[config.mk]
export PLATFORM = sky130hd
export DESIGN_NAME = cache_arbiter_flat
export DESIGN_NICKNAME = d
export VERILOG_FILES = /design/src/rtl/cache_arbiter_pkg.sv /design/src/rtl/cache_arbiter_if.sv /design/src/rtl/cache_arbiter_rr_pick2.sv /design/src/rtl/cache_arbiter.sv /design/src/flat_wrapper.sv
export SDC_FILE = /design/constraint.sdc
export NUM_CORES = 1
export LEC_CHECK = 0
export BUFFER_PORTS_ARGS = -buffer_cell sky130_fd_sc_hd__buf_2
export CORE_AREA = 2 2 536 538
export CTS_BUF_LIST = sky130_fd_sc_hd__clkbuf_2
export CTS_CLUSTER_DIAMETER = 30
export DETAILED_ROUTE_END_ITERATION = 6
export DIE_AREA = 0 0 538 540
export MAX_ROUTING_LAYER = met4
export PLACE_DENSITY = 0.3
export SLEW_MARGIN = 20
export SYNTH_ARGS = -nofsm -noshare
export SYNTH_HDL_FRONTEND = slang
export SYNTH_SLANG_ARGS = --single-unit
[constraint.sdc]
create_clock -name clk -period 3.2 [get_ports clk]
set_input_delay 0.64 -clock clk [delete_from_list [all_inputs] [get_ports clk]]
set_output_delay 0.64 -clock clk [all_outputs]
set_load 0.005 [all_outputs]
[src/rtl/cache_arbiter_pkg.sv]
// Shared types and widths for the cache/memory arbiter.
package cache_types;

  localparam int unsigned ADDR_W = 32;
  localparam int unsigned LINE_W = 256;

  typedef enum logic [1:0] {
    IDLE,
    GNT_I,
    GNT_D,
    RELEASE
  } arb_state_t;

endpackage

[src/rtl/cache_arbiter_if.sv]
// Bundle of icache, dcache and memory port signals around the arbiter.
// master: the caches and memory side; slave: the arbiter.
interface cache_arbiter_if #(
  parameter int unsigned ADDR_W = cache_types::ADDR_W,
  parameter int unsigned LINE_W = cache_types::LINE_W
);

  logic [ADDR_W-1:0] i_address;
  logic              i_read;
  logic [LINE_W-1:0] i_rdata;
  logic              i_resp;

  logic [ADDR_W-1:0] d_address;
  logic [LINE_W-1:0] d_wdata;
  logic              d_read;
  logic              d_write;
  logic [LINE_W-1:0] d_rdata;
  logic              d_resp;

  logic [ADDR_W-1:0] mem_address;
  logic [LINE_W-1:0] mem_wdata;
  logic              mem_read;
  logic              mem_write;
  logic [LINE_W-1:0] mem_rdata;
  logic              mem_resp;

  modport master (
    output i_address, i_read,
    input  i_rdata, i_resp,
    output d_address, d_wdata, d_read, d_write,
    input  d_rdata, d_resp,
    input  mem_address, mem_wdata, mem_read, mem_write,
    output mem_rdata, mem_resp
  );

  modport slave (
    input  i_address, i_read,
    output i_rdata, i_resp,
    input  d_address, d_wdata, d_read, d_write,
    output d_rdata, d_resp,
    output mem_address, mem_wdata, mem_read, mem_write,
    input  mem_rdata, mem_resp
  );

endinterface

[src/rtl/cache_arbiter_rr_pick2.sv]
// Two-way round-robin picker: on a tie the requester that was not last served wins.
// Index 0 = icache, 1 = dcache; last holds the index of the previous grant.
module arb_rr_pick2 (
  input  logic [1:0] req,
  input  logic       last,
  output logic [1:0] gnt
);

  // One-hot grant; a lone requester always wins, a tie goes to !last.
  always_comb begin
    gnt    = '0;
    gnt[0] = req[0] & (~req[1] | last);
    gnt[1] = req[1] & (~req[0] | ~last);
  end

endmodule

[src/rtl/cache_arbiter.sv]
// Shares the single line-wide memory port between the icache miss path and
// the dcache miss/writeback path. One transaction in flight; address and
// write data are captured at grant, the response goes only to the owner.
module cache_arbiter #(
  parameter int unsigned ADDR_W = cache_types::ADDR_W,
  parameter int unsigned LINE_W = cache_types::LINE_W
) (
  input  logic           clk,
  input  logic           rst,
  cache_arbiter_if.slave bus
);

  import cache_types::*;

  arb_state_t        state_q, state_d;
  logic              last_q;
  logic [1:0]        req;
  logic [1:0]        gnt;
  logic              grant_i, grant_d;
  logic              resp_i, resp_d;
  logic [ADDR_W-1:0] addr_q;
  logic [LINE_W-1:0] wdata_q;
  logic              rd_q, wr_q;

  assign req = {bus.d_read | bus.d_write, bus.i_read};

  arb_rr_pick2 u_pick (
    .req  (req),
    .last (last_q),
    .gnt  (gnt)
  );

  // State register.
  always_ff @(posedge clk) begin
    if (rst) state_q <= IDLE;
    else     state_q <= state_d;
  end

  // Next state, grant strobes and owner-steered response pulses.
  // Arbitration happens only in IDLE; RELEASE never grants, which keeps the
  // just-served client's lagging request from starting a duplicate.
  always_comb begin
    state_d = state_q;
    grant_i = 1'b0;
    grant_d = 1'b0;
    resp_i  = 1'b0;
    resp_d  = 1'b0;
    unique case (state_q)
      IDLE: begin
        if (gnt[1]) begin
          grant_d = 1'b1;
          state_d = GNT_D;
        end else if (gnt[0]) begin
          grant_i = 1'b1;
          state_d = GNT_I;
        end
      end
      GNT_I: begin
        if (bus.mem_resp) begin
          resp_i  = 1'b1;
          state_d = RELEASE;
        end
      end
      GNT_D: begin
        if (bus.mem_resp) begin
          resp_d  = 1'b1;
          state_d = RELEASE;
        end
      end
      RELEASE: state_d = IDLE;
      default: state_d = IDLE;
    endcase
  end

  // Capture winner's address/data at grant, drop strobes on completion.
  // A dcache read+write request issues only the write; the read re-arbitrates.
  always_ff @(posedge clk) begin
    if (rst) begin
      addr_q  <= '0;
      wdata_q <= '0;
      rd_q    <= 1'b0;
      wr_q    <= 1'b0;
      last_q  <= 1'b0;
    end else if (grant_d) begin
      addr_q  <= bus.d_address;
      wdata_q <= bus.d_wdata;
      wr_q    <= bus.d_write;
      rd_q    <= ~bus.d_write;
      last_q  <= 1'b1;
    end else if (grant_i) begin
      addr_q  <= bus.i_address;
      wdata_q <= '0;
      wr_q    <= 1'b0;
      rd_q    <= 1'b1;
      last_q  <= 1'b0;
    end else if (resp_i || resp_d) begin
      rd_q    <= 1'b0;
      wr_q    <= 1'b0;
    end
  end

  assign bus.mem_address = addr_q;
  assign bus.mem_wdata   = wdata_q;
  assign bus.mem_read    = rd_q;
  assign bus.mem_write   = wr_q;
  assign bus.i_rdata     = bus.mem_rdata;
  assign bus.d_rdata     = bus.mem_rdata;
  assign bus.i_resp      = resp_i;
  assign bus.d_resp      = resp_d;

endmodule

[src/flat_wrapper.sv]
// flat-port wrapper written by rule: the top's interface ports become plain ports
module cache_arbiter_flat import cache_types::*;
#(
  parameter int unsigned ADDR_W = cache_types::ADDR_W,
  parameter int unsigned LINE_W = cache_types::LINE_W
)
  (clk, rst, bus_i_address, bus_i_read, bus_i_rdata, bus_i_resp, bus_d_address, bus_d_wdata, bus_d_read, bus_d_write, bus_d_rdata, bus_d_resp, bus_mem_address, bus_mem_wdata, bus_mem_read, bus_mem_write, bus_mem_rdata, bus_mem_resp);
  cache_arbiter_if #(.ADDR_W(ADDR_W), .LINE_W(LINE_W)) bus_i ();
  input  logic clk;
  input  logic rst;
  input wire logic [$bits(bus_i.i_address)-1:0] bus_i_address;
  input wire logic [$bits(bus_i.i_read)-1:0] bus_i_read;
  output wire logic [$bits(bus_i.i_rdata)-1:0] bus_i_rdata;
  output wire logic [$bits(bus_i.i_resp)-1:0] bus_i_resp;
  input wire logic [$bits(bus_i.d_address)-1:0] bus_d_address;
  input wire logic [$bits(bus_i.d_wdata)-1:0] bus_d_wdata;
  input wire logic [$bits(bus_i.d_read)-1:0] bus_d_read;
  input wire logic [$bits(bus_i.d_write)-1:0] bus_d_write;
  output wire logic [$bits(bus_i.d_rdata)-1:0] bus_d_rdata;
  output wire logic [$bits(bus_i.d_resp)-1:0] bus_d_resp;
  output wire logic [$bits(bus_i.mem_address)-1:0] bus_mem_address;
  output wire logic [$bits(bus_i.mem_wdata)-1:0] bus_mem_wdata;
  output wire logic [$bits(bus_i.mem_read)-1:0] bus_mem_read;
  output wire logic [$bits(bus_i.mem_write)-1:0] bus_mem_write;
  input wire logic [$bits(bus_i.mem_rdata)-1:0] bus_mem_rdata;
  input wire logic [$bits(bus_i.mem_resp)-1:0] bus_mem_resp;
  assign bus_i.i_address = bus_i_address;
  assign bus_i.i_read = bus_i_read;
  assign bus_i_rdata = bus_i.i_rdata;
  assign bus_i_resp = bus_i.i_resp;
  assign bus_i.d_address = bus_d_address;
  assign bus_i.d_wdata = bus_d_wdata;
  assign bus_i.d_read = bus_d_read;
  assign bus_i.d_write = bus_d_write;
  assign bus_d_rdata = bus_i.d_rdata;
  assign bus_d_resp = bus_i.d_resp;
  assign bus_mem_address = bus_i.mem_address;
  assign bus_mem_wdata = bus_i.mem_wdata;
  assign bus_mem_read = bus_i.mem_read;
  assign bus_mem_write = bus_i.mem_write;
  assign bus_i.mem_rdata = bus_mem_rdata;
  assign bus_i.mem_resp = bus_mem_resp;
  cache_arbiter #(.ADDR_W(ADDR_W), .LINE_W(LINE_W)) u_core (.clk(clk), .rst(rst), .bus(bus_i));
endmodule
Word-level counts from Yosys, hierarchy flattened. Index checks and enable logic that the tools add are counted.

Equality and inequality tests: 5. Multiplexer cells: 23. Bitwise operators: 9. Reductions and logical operators: 6.

Operator list (number): $mux 256 (2); $mux 32 (2); $mux 1 (15); $mux 2 (3); $pmux 2 s3 (1); $eq 2x2->1 const B (2); $not 1->1 (4); $ne 3x1->1 const B (1); $or 1x1->1 (3); $reduce_bool 3->1 (1); $and 1x1->1 (2); $eq 2x1->1 const B (1); $logic_not 2->1 (1); $ne 2x1->1 const B (1); $reduce_and 2->1 (1); $reduce_bool 2->1 (1); $reduce_or 2->1 (1); $logic_or 1x1->1 (1).

Register bits: 293. Logic and storage cells: 49.

Depth between registers and ports, before layout. Gate-level depths: netlist (run 1).

Depth after elaboration: 9. Gate-level depth with buffers: 9. Gate-level depth less buffers: 5.

Cells and area by module. A second synthesis (run 1) with hierarchy kept.

Cells, all modules: 1588. Area total of the unflattened synthesis: 16313.1 µm².

Modules (own cells, without submodules): cache_arbiter (instances 1, cells each 1585, area an instance 16294.4 µm², sequential area each 5865.6 µm²); arb_rr_pick2 (instances 1, cells each 3, area an instance 18.8 µm², sequential area each 0.0 µm²).

Worst setup path after synthesis (run 1). No wires, ideal clock.

Path kind: in2reg. Start: input bus_d_write. End: register u_core.wdata_q[0] (netlist: u_core.bus.mem_wdata[0]). Setup time: 0.128 ns. Arrival: 1.619 ns. Required time: 3.072 ns. Setup slack: 1.454 ns. Stages: 7. Path buffers: 4. Cell sequence: buf_6 -> or2_1 -> buf_2 -> buf_6 -> buf_6 -> a32oi_1 -> nor2_1.

Cells in the longest elaborated chain, start to end: 8. Elaborated cells on any way between the ends: 12.

RTL lines: from (decl) (line flat_wrapper.sv:18) `input wire logic [$bits(bus_i.d_write)-1:0] bus_d_write;`; $or 1x1->1 * (line cache_arbiter.sv:25) `assign req = {bus.d_read | bus.d_write, bus.i_read};`; $not 1->1 (line cache_arbiter_rr_pick2.sv:12) `gnt[0] = req[0] & (~req[1] | last);`; $or 1x1->1 (line cache_arbiter_rr_pick2.sv:12); $and 1x1->1 (line cache_arbiter_rr_pick2.sv:12); $mux 1 (line cache_arbiter.sv:53) `end else if (gnt[0]) begin`; $mux 1 (line cache_arbiter.sv:50) `if (gnt[1]) begin`; $mux 1 (line cache_arbiter.sv:48) `unique case (state_q)`; $reduce_bool 2->1 (no source line); to (signal assigned) (line cache_arbiter.sv:86) `wdata_q <= bus.d_wdata;`; to (decl) (line cache_arbiter.sv:22) `logic [LINE_W-1:0] wdata_q;`.

Mark *: on every way between the ends. The rest lies on a longest branch, timed or not. A chain may end at the register's enable or synchronous reset.

Worst setup path after layout (run 1).
Start: register u_core.state_q[0]. End: register u_core.wdata_q[85] (netlist: u_core.bus.mem_wdata[85]).

Cells in the longest elaborated chain, start to end: 3. Elaborated cells on any way between the ends: 5.

RTL lines: from (decl) (line cache_arbiter.sv:15) `arb_state_t state_q, state_d;`; from (signal assigned) (line cache_arbiter.sv:36) `else state_q <= state_d;`; $logic_not 2->1 * (line cache_arbiter.sv:48); $mux 1 (line cache_arbiter.sv:48); $mux 256 or $reduce_bool 2->1 (tied branches).

Marked as above.

==> flow_metrics.tcl, run 1 <==
set metrics [dict create \
    synthArstFlopShare_pct 0 \
    grt-busiest-layer "met2" \
    globalRouteOverflowTotal 0 \
    antenna_found_initial 22 \
    finalCritPeriodShare_pct 91.7 \
    synth-edff-count 0 \
    gr-usage-all-layers_pct 10.6 \
    clkSlewWorstSetupHoldPaths_ns 0.08 \
    drive_above_1_share_pct 28.1 \
    leakagePower_nw 11.7 \
    setup_viol 0 \
    wire_per_inst_um 23.7 \
    path_class "reg -> reg" \
    drt_first_pass_iters 5 \
    grt_max_degree 114 \
    die_h_um 540 \
    syn_to_final_growth_pct 106 \
    h-tree-depth 3 \
    route.vias.total 18194 \
    io_pins 1386 \
    numCtsBuffers 112 \
    slowest_delay_ns 0.61 \
    clk_path_buf_depth 4 \
    required_ns 4.47 \
    placed_area_sq_um 18200 \
    crit_path_start_kind "flip-flop" \
    arrival_ns 4.20 \
    hold_class "in -> reg" \
    cts-root-buf "clkbuf_2" \
    synthFlopType "dfxtp_1" \
    cts_tree "built" \
    rsz0062_at_grt "false" \
    max-vdd-ir-drop_mv 0.421 \
    pwr_density_cell_nw_per_um2 609 \
    synthCells 1618 \
    synth_warnings 0 \
    total_power_w 0.0184 \
    synth_area_leaders "dfxtp_1, buf_4, a32oi_1" \
    grt_use_met1_pct 7.65 \
    regToRegSetupSlack_ns 0.27 \
    wl_um 158000 \
    grt_pass1_wl_um 196000 \
    die_x_um 538 \
    tightest_slew_ns 0.947 \
    fin_area_sq_um 30100 \
    drcViolationCount 0 \
    seq_area_frac_synth_pct 40.0 \
    slowest_stage "dlygate4sd3_1" \
    finClkSkew_ns 0.159 \
    crit_path_end_kind "flip-flop" \
    final_nets 3405 \
    fin_tns_setup_ns 0 \
    finalHoldViolCount 0 \
    place_congestion 0.872 \
    dpl.hpwl_um 129000 \
    syn_area_sq_um 14700 \
    ys_ff_latch 293 \
    crit_fanout 39 \
    maxCapViolCount 0 \
    met3_usage_pct 10.1 \
    first_global_vias 18751 \
    via_per_inst 2.73 \
    initial_utilization_pct 5.15 \
    rows 196 \
    ant_nets 0 \
    clkLatencyLatePin_ns 1.47 \
    fin_crit_ns 2.93 \
    synth.top_cell.area_share_pct 40.0 \
    status "completed" \
    slew-limit-headroom_pct 36.9 \
    synth_cell_types 30 \
    syn_avg_cell_area_sq_um 9.06 \
    crit_chain "inv_2 > ha_4 > a21boi_4 > buf_12 > buf_16 > a32oi_1 > dlygate4sd3_1 > nor2_1 > dlygate4sd3_1" \
    cts_num_sinks 293 \
    initialDrtViolationCount 1161 \
    fmax_ghz 0.341 \
    coreArea_sq_um 284000 \
    synth_nets 2203 \
    io_buffers 617 \
    cts_setup_buffers 0 \
    path_common_cell "dlygate4sd3_1" \
    dieArea_sq_um 291000 \
    finalMaxSlewViolations 0 \
    globalRouteMet2Util_pct 17.8 \
    yosys.area.top_type "dfxtp_1" \
]
==> cell usage after synthesis (all sizes together) (2+ instances only) <==
master	n
o21ai	63
clkbuf	48
a32oi	258
a21oi	2
nor2	258
a31oi	31
inv	5
nand3	31
and2	2
a21boi	3
buf	604
dfxtp	293
ha	3
nand2	5
==> flip-flops by register name (all words and copies together), names as in the netlist <==
register and flops:
u_core.bus.mem_read 1, u_core.bus.mem_address 32, u_core.bus.mem_wdata 256, u_core.bus.mem_write 1, u_core.state_q 2, u_core.last_q 1
==> cells in the final DEF, fill, tap and decap left out, drive strengths merged, types with 2 or more instances in the layout <==
cell type / netlist / layout
nand2: 5 / 5
a31oi: 31 / 31
nand3: 31 / 31
o21ai: 63 / 63
inv: 5 / 6
buf: 604 / 649
a32oi: 258 / 258
dlygate4sd3: 0 / 1090
dfxtp: 293 / 293
clkinv: 0 / 45
diode: 0 / 13
and2: 2 / 2
ha: 3 / 3
a21boi: 3 / 3
nor2: 258 / 258
a21oi: 2 / 2
clkbuf: 48 / 139
==> through the flow <==
| step | setup WS, ns | hold WS, ns | instances | util, % |
|---|---|---|---|---|
| floorplan | 1.45 | 0.471 | 1618 | - |
| global placement | 0.994 | 0.461 | 5377 | 6.40 |
| detailed placement | 1.01 | 0.471 | 5377 | 6.40 |
| CTS | -0.00311 | 0.197 | 6653 | 10.6 |
| global route | 0.0390 | 0.269 | 6665 | 10.6 |
| finish | 0.265 | 0.509 | 6667 | 10.6 |
==> path summary, 6_finish.rpt <==
kind	start	to	cells after the start
max	u_core.state_q[0]$_SDFFE_PP0P_	u_core.bus.mem_wdata[85]$_SDFFE_PP0P_	9
min	rst	u_core.bus.mem_wdata[251]$_SDFFE_PP0P_	4
max reg2reg	u_core.state_q[0]$_SDFFE_PP0P_	u_core.bus.mem_wdata[85]$_SDFFE_PP0P_	9
min reg2reg	u_core.bus.mem_address[18]$_SDFFE_PP0P_	u_core.bus.mem_address[18]$_SDFFE_PP0P_	2
==> per-layer routing <==
layer | vias up | wire (um)
met4 | 0 | 5800
met5 | - | 0
met3 | 252 | 34700
met1 | 8524 | 40300
met2 | 1719 | 76900
li1 | 7699 | -
==> worst max-delay path: cells and delay by family, from the launching register on <==
kind                       cells  cell delay [ns]
AOI/OAI and AO/OA              2             0.39
adders and majority gates      1             0.21
buffers and inverters          5             1.77
DFF                            1             0.33
and+or+nand+nor                1             0.08
==> area by class of cell <==
type / instances / area [sq um]
flip-flops and latches: 293 / 5870
well taps: 3762 / 4710
fillers: 32989 / 254000
multi-input cells: 668 / 4140
clock buffers: 138 / 691
clock inverters: 48 / 223
diodes: 13 / 32.5
inverters: 5 / 18.8
repair buffers: 1740 / 14500
==> timing repair <==
action,in CTS,in global routing
setup endpoints to repair,2,78
hold buffers,1090,0
hold endpoints to repair,293,0
resized for setup,6,4
cloned,0,1
pin swaps,0,0
==> power breakdown <==
part	switching [W]	total (W)	internal, W
logic	0.00475	0.00985	0.00510
registers	0.000550	0.00509	0.00454
clock network	0.00214	0.00342	0.00128
==> cell families after synthesis <==
logic type | share of synthesized area (%)
mux | 0.0768
buf+inv | 31.9
compound gates | 19.7
flops | 40.0
simple gates | 8.00
fa+ha+maj | 0.256
No activity file was read; power rests on OpenSTA's default activity.
==> run 2, diff against run 1 <==
SYNTH_HIERARCHICAL = 1   (was unset)
==> flow_metrics.tcl, run 2 <==
set metrics [dict create \
    seqCellArea_sq_um 5980 \
    initialDrtViolationCount 504 \
    crit_path_end_kind "flip-flop" \
    required_ns 4.52 \
    ys_top_cells_by_count "buf_4, dfxtp_1, a22oi_2, nor2_2, nor2_1" \
    cp.depth 13 \
    fmax_ghz 0.302 \
    dp.cells 5392 \
    maxCapViolCount 0 \
    total_power_w 0.0228 \
    finalMaxSlewViolations 0 \
    slowest_delay_ns 0.59 \
    placed_area_sq_um 19800 \
    dpl.hpwl_um 126000 \
    p_sw_w 0.0104 \
    cp_top_family "buffers and inverters" \
    gr-usage-all-layers_pct 10.4 \
    tightest_slew_ns 0.933 \
    drcViolationCount 0 \
    clk_path_buf_depth 4 \
    synth_nets 2174 \
    via_per_inst 2.54 \
    final_nets 3461 \
    path_class "in -> reg" \
    setup_viol 59 \
    slowest_stage "dlygate4sd3_1" \
    p_sw_share_pct 45.3 \
    syn_area_sq_um 16300 \
    critPathBufInv 8 \
    finClkSkew_ns 0.178 \
    drive_above_1_share_pct 48.1 \
    synthFlopType "dfxtp_1" \
    multi_input_area_sq_um 5620 \
    ant_nets 0 \
    seq_area_frac_synth_pct 36.0 \
    final_common_cell "dlygate4sd3_1" \
    crit_chain "dlygate4sd3_1 > buf_2 > dlygate4sd3_1 > or2_2 > a21boi_0 > buf_4 > o21ai_4 > clkbuf_16 > clkbuf_16 > a22oi_2 > dlygate4sd3_1 > nor2_2 > dlygate4sd3_1" \
    status "finished, violations left" \
    rows 196 \
    synth_top_family_by_area "buffers and inverters" \
    grt_max_degree 95 \
    arrival_ns 4.63 \
    slew-limit-headroom_pct 37.8 \
    mostFrequentLayoutCells "dlygate4sd3_1, buf_2, dfxtp_1" \
    yosys.area.top_type "dfxtp_1" \
    synth.top_cell.area_share_pct 36.0 \
    syn_to_final_growth_pct 102 \
    drt_first_pass_iters 4 \
    layout.cells.non_filler 6764 \
    die_x_um 538 \
    numCtsBuffers 119 \
    worstHoldPathCells 4 \
    finalHoldViolCount 0 \
    clkPwrFrac_pct 16.2 \
    synth_area_leaders "dfxtp_1, buf_4, a22oi_2" \
    fin_ws_ns -0.108 \
    synthXorXnorAreaFrac_pct 0 \
    wl_um 154000 \
    globalRouteOverflowTotal 0 \
    crit_fanout 19 \
    pwr_density_cell_nw_per_um2 694 \
    finalCritPeriodShare_pct 103 \
    max-vdd-ir-drop_mv 0.505 \
    antenna_found_initial 79 \
    synth.area.mux_share_pct 0 \
    wire_per_inst_um 22.8 \
    coreArea_sq_um 284000 \
    hold_class "in -> reg" \
    place_congestion 0.718 \
    first_global_vias 18232 \
    leakagePower_nw 12.9 \
    synthCells 1588 \
    largest_reg_flops 256 \
    r2r_cells 10 \
    yosysMostFrequentCell "buf_4" \
    internal_power_w 0.0125 \
    crit_path_start_kind "input pin" \
    syn_avg_cell_area_sq_um 10.3 \
    io_buffers 617 \
    initial_utilization_pct 5.73 \
    die_h_um 540 \
    synth_compound_area_share_pct 22.6 \
    violations "negative setup slack" \
    nFillCells 32877 \
    yosys.area_share.simple_pct 11.2 \
    fin_area_sq_um 32900 \
    rsz0062_at_grt "true" \
    cts_num_sinks 293 \
    synthArstFlopShare_pct 0 \
    cts_tree "built" \
    final_core_util_pct 11.6 \
    io_pins 1386 \
    seq_power_share_pct 24.5 \
    fin_tns_setup_ns -2.04 \
    synth_warnings 6 \
    dieArea_sq_um 291000 \
    clkLatencyLatePin_ns 1.49 \
    cts-root-buf "clkbuf_2" \
    ys_ff_latch 293 \
    path_common_cell "dlygate4sd3_1" \
    grt_pass1_wl_um 189000 \
    synth_cell_types 34 \
    fin_crit_ns 3.31 \
    route.vias.total 17183 \
    synthAdderAreaFrac_pct 0.307 \
    pwr-share-comb_pct 59.3 \
    h-tree-depth 3 \
    synth-edff-count 0 \
    clkSlewWorstSetupHoldPaths_ns 0.08 \
]
## run 2: cells by family after synthesis
logic type | after synthesis
flops | 293
buf+inv | 620
simple gates | 339
fa+ha+maj | 4
compound gates | 332
## run 2: cell type report
class                   count  share of cell area [%]
repair buffers           1783                    47.0
flip-flops and latches    293                    18.2
multi-input cells         675                    17.1
well taps                3762                    14.3
clock buffers             150                    2.28
clock inverters            60                   0.772
diodes                     38                   0.289
inverters                   3                  0.0494
## run 2: repair_timing
item,in CTS,in global routing
buffers inserted,27,2
hold buffers,1093,0
gates resized for setup,300,8
setup endpoints to repair,104,73
pin swaps,1,2
cloned,0,2
endpoints found under the hold margin,293,0
## run 2: worst paths after layout
kind | endpoint | startpoint | slack, ns
hold reg to reg | u_core/last_q$_SDFFE_PP0P_ | u_core/last_q$_SDFFE_PP0P_ | 0.52
setup reg to reg | u_core/bus.mem_wdata[81]$_SDFFE_PP0P_ | u_core/state_q[1]$_SDFFE_PP0P_ | 0.06
hold / removal | u_core/bus.mem_wdata[3]$_SDFFE_PP0P_ | rst | 0.41
setup / recovery | u_core/bus.mem_wdata[138]$_SDFFE_PP0P_ | bus_d_write | -0.11
## run 2: worst register-to-register path, cell delays in order (launching register included)
cell and delay (ns):
dfxtp_4 0.37, inv_4 0.06, buf_4 0.11, ha_2 0.28, and2_4 0.34, buf_4 0.30
buf_4 0.36, a22oi_2 0.08, dlygate4sd3_1 0.59, nor2_2 0.09, dlygate4sd3_1 0.55
## run 2: power by group through the flow
stage	combinational [W]	sequential [W]	clock, W
2_1_floorplan	0.00583	0.00549	0
3_3_place_gp	0.00970	0.00550	0
3_5_place_dp	0.00973	0.00553	0
4_1_cts	0.0137	0.00562	0.00407
5_1_grt	0.0149	0.00575	0.00428
6_report	0.0135	0.00561	0.00369
## run 2: per-stage QoR
step	hold slack, ns	setup WS [ns]
detailed placement	0.475	0.280
global placement	0.467	0.243
floorplan	0.464	1.11
CTS	0.00681	-0.174
finish	0.411	-0.108
global route	0.176	-0.0817
## run 2: per-layer routing
metal / share of wire (%) / GRT usage, % / vias to the layer above
met5: 0 / - / -
met4: 4.7 / 4.23 / 0
met3: 22 / 10.1 / 442
met2: 41 / 15.1 / 1297
met1: 33 / 9.18 / 7891
li1: - / - / 7553
==> run 3, diff against run 2 <==
REMOVE_ABC_BUFFERS = 1   (was unset)
==> flow_metrics.tcl, run 3 (synthesis gave the netlist of run 2 again) <==
set metrics [dict create \
    max-vdd-ir-drop_mv 0.423 \
    pre_cts_slack_ns 0.699 \
    finalMaxSlewViolations 0 \
    syn_to_final_growth_pct 86.3 \
    drcViolationCount 11 \
    via_per_inst 2.88 \
    tightest_slew_ns 0.961 \
    r2r_cells 9 \
    fin_crit_ns 3.05 \
    route.vias.total 18917 \
    arrival_ns 4.41 \
    wire_per_inst_um 47.5 \
    largest_reg_flops 256 \
    pwr_density_cell_nw_per_um2 681 \
    globalRouteMet2Util_pct 32.0 \
    finalHoldViolCount 0 \
    final_nets 3275 \
    crit_fanout 24 \
    clk_path_buf_depth 4 \
    worstHoldPathCells 7 \
    slew-limit-headroom_pct 35.9 \
    gr-usage-all-layers_pct 21.4 \
    finClkSkew_ns 0.201 \
    die_x_um 538 \
    hold_class "in -> reg" \
    place_congestion 0.980 \
    coreArea_sq_um 284000 \
    clkLatencyLatePin_ns 1.48 \
    first_global_vias 17675 \
    crit_path_start_kind "flip-flop" \
    grt_pass1_wl_um 349000 \
    dieArea_sq_um 291000 \
    required_ns 4.56 \
    rows 196 \
    grt_max_degree 64 \
    final_core_util_pct 10.7 \
    globalRouteOverflowTotal 0 \
    rsz0062_at_grt "false" \
    path_class "reg -> reg" \
    grt_use_met1_pct 11.6 \
    met3_usage_pct 29.8 \
    drt_first_pass_iters 7 \
    io_pins 1386 \
    crit_path_end_kind "flip-flop" \
    setup_viol 0 \
    io_buffers 617 \
    initial_utilization_pct 5.73 \
    clkSlewWorstSetupHoldPaths_ns 0.09 \
    drive_above_1_share_pct 46.9 \
    cts_tree "built" \
    leakagePower_nw 12.2 \
    dpl.hpwl_um 268000 \
    finalCritPeriodShare_pct 95.3 \
    cts_num_sinks 293 \
    maxCapViolCount 0 \
    fin_ws_ns 0.152 \
    die_h_um 540 \
    nFillCells 33047 \
    wl_um 312000 \
    status "finished, violations left" \
    final_common_cell "dlygate4sd3_1" \
    numCtsBuffers 115 \
    cts-root-buf "clkbuf_2" \
    mostFrequentLayoutCells "dlygate4sd3_1, buf_2, dfxtp_1" \
    initialDrtViolationCount 1518 \
    h-tree-depth 3 \
    antenna_found_initial 89 \
    grt-busiest-layer "met2" \
    fmax_ghz 0.328 \
    violations "design-rule violations" \
    ant_nets 0 \
]
[run 3: worst max-delay path: stages, from the launching register on]
cell and delay [ns]:
dfxtp_2 0.34, inv_2 0.06, buf_4 0.11, ha_1 0.33
and2_4 0.36, buf_4 0.40, a22oi_2 0.07, dlygate4sd3_1 0.59
nor2_2 0.08, dlygate4sd3_1 0.55
[run 3: per-layer routing]
| metal | vias to the layer above | share of wire, % |
|---|---|---|
| met5 | - | 0 |
| met3 | 388 | 30 |
| li1 | 7145 | - |
| met4 | 0 | 6.2 |
| met1 | 8624 | 21 |
| met2 | 2760 | 43 |
[run 3: timing repair]
action,4_1_cts,5_1_grt
cloned,0,0
setup endpoints to repair,3,1
resized for setup,15,1
hold buffers,942,0
pin swaps,1,0
endpoints found under the hold margin,293,0
buffers inserted,2,0
[run 3: cell type report]
| type | instances | area, sq um | area share (%) |
|---|---|---|---|
| Timing Repair Buffer | 1601 | 13200 | 43.3 |
| Clock inverter | 46 | 209 | 0.687 |
| Tap cell | 3762 | 4710 | 15.5 |
| Clock buffer | 153 | 766 | 2.52 |
| Antenna cell | 29 | 72.6 | 0.239 |
| Sequential cell | 293 | 5870 | 19.3 |
| Multi-Input combinational cell | 675 | 5600 | 18.4 |
| Inverter | 3 | 11.3 | 0.0371 |
[run 3: power breakdown]
part	leakage (nW)	internal, W	switching [W]
clock	0.731	0.00139	0.00228
combinational	9.02	0.00502	0.00663
sequential	2.41	0.00471	0.000686
[run 3: worst paths after layout]
kind	startpoint	slack [ns]	end
min	bus_d_read	0.32	u_core/last_q$_SDFFE_PP0P_
max reg2reg	u_core/state_q[0]$_SDFFE_PP0P_	0.15	u_core/bus.mem_wdata[43]$_SDFFE_PP0P_
max	u_core/state_q[0]$_SDFFE_PP0P_	0.15	u_core/bus.mem_wdata[43]$_SDFFE_PP0P_
min reg2reg	u_core/last_q$_SDFFE_PP0P_	0.53	u_core/last_q$_SDFFE_PP0P_
[run 3: per-stage QoR]
step	TNS, ns	cell area [sq um]	hold WS, ns	power (W)	cells
after floorplan	-2311.62	11400	0.458	0.00729	971
after global placement	0	19900	0.466	0.0150	5390
after detailed placement	0	19900	0.469	0.0150	5390
after CTS	-0.0568	30300	0.0756	0.0213	6533
after global routing	0	30400	0.264	0.0222	6556
final	0	30400	0.320	0.0207	6562
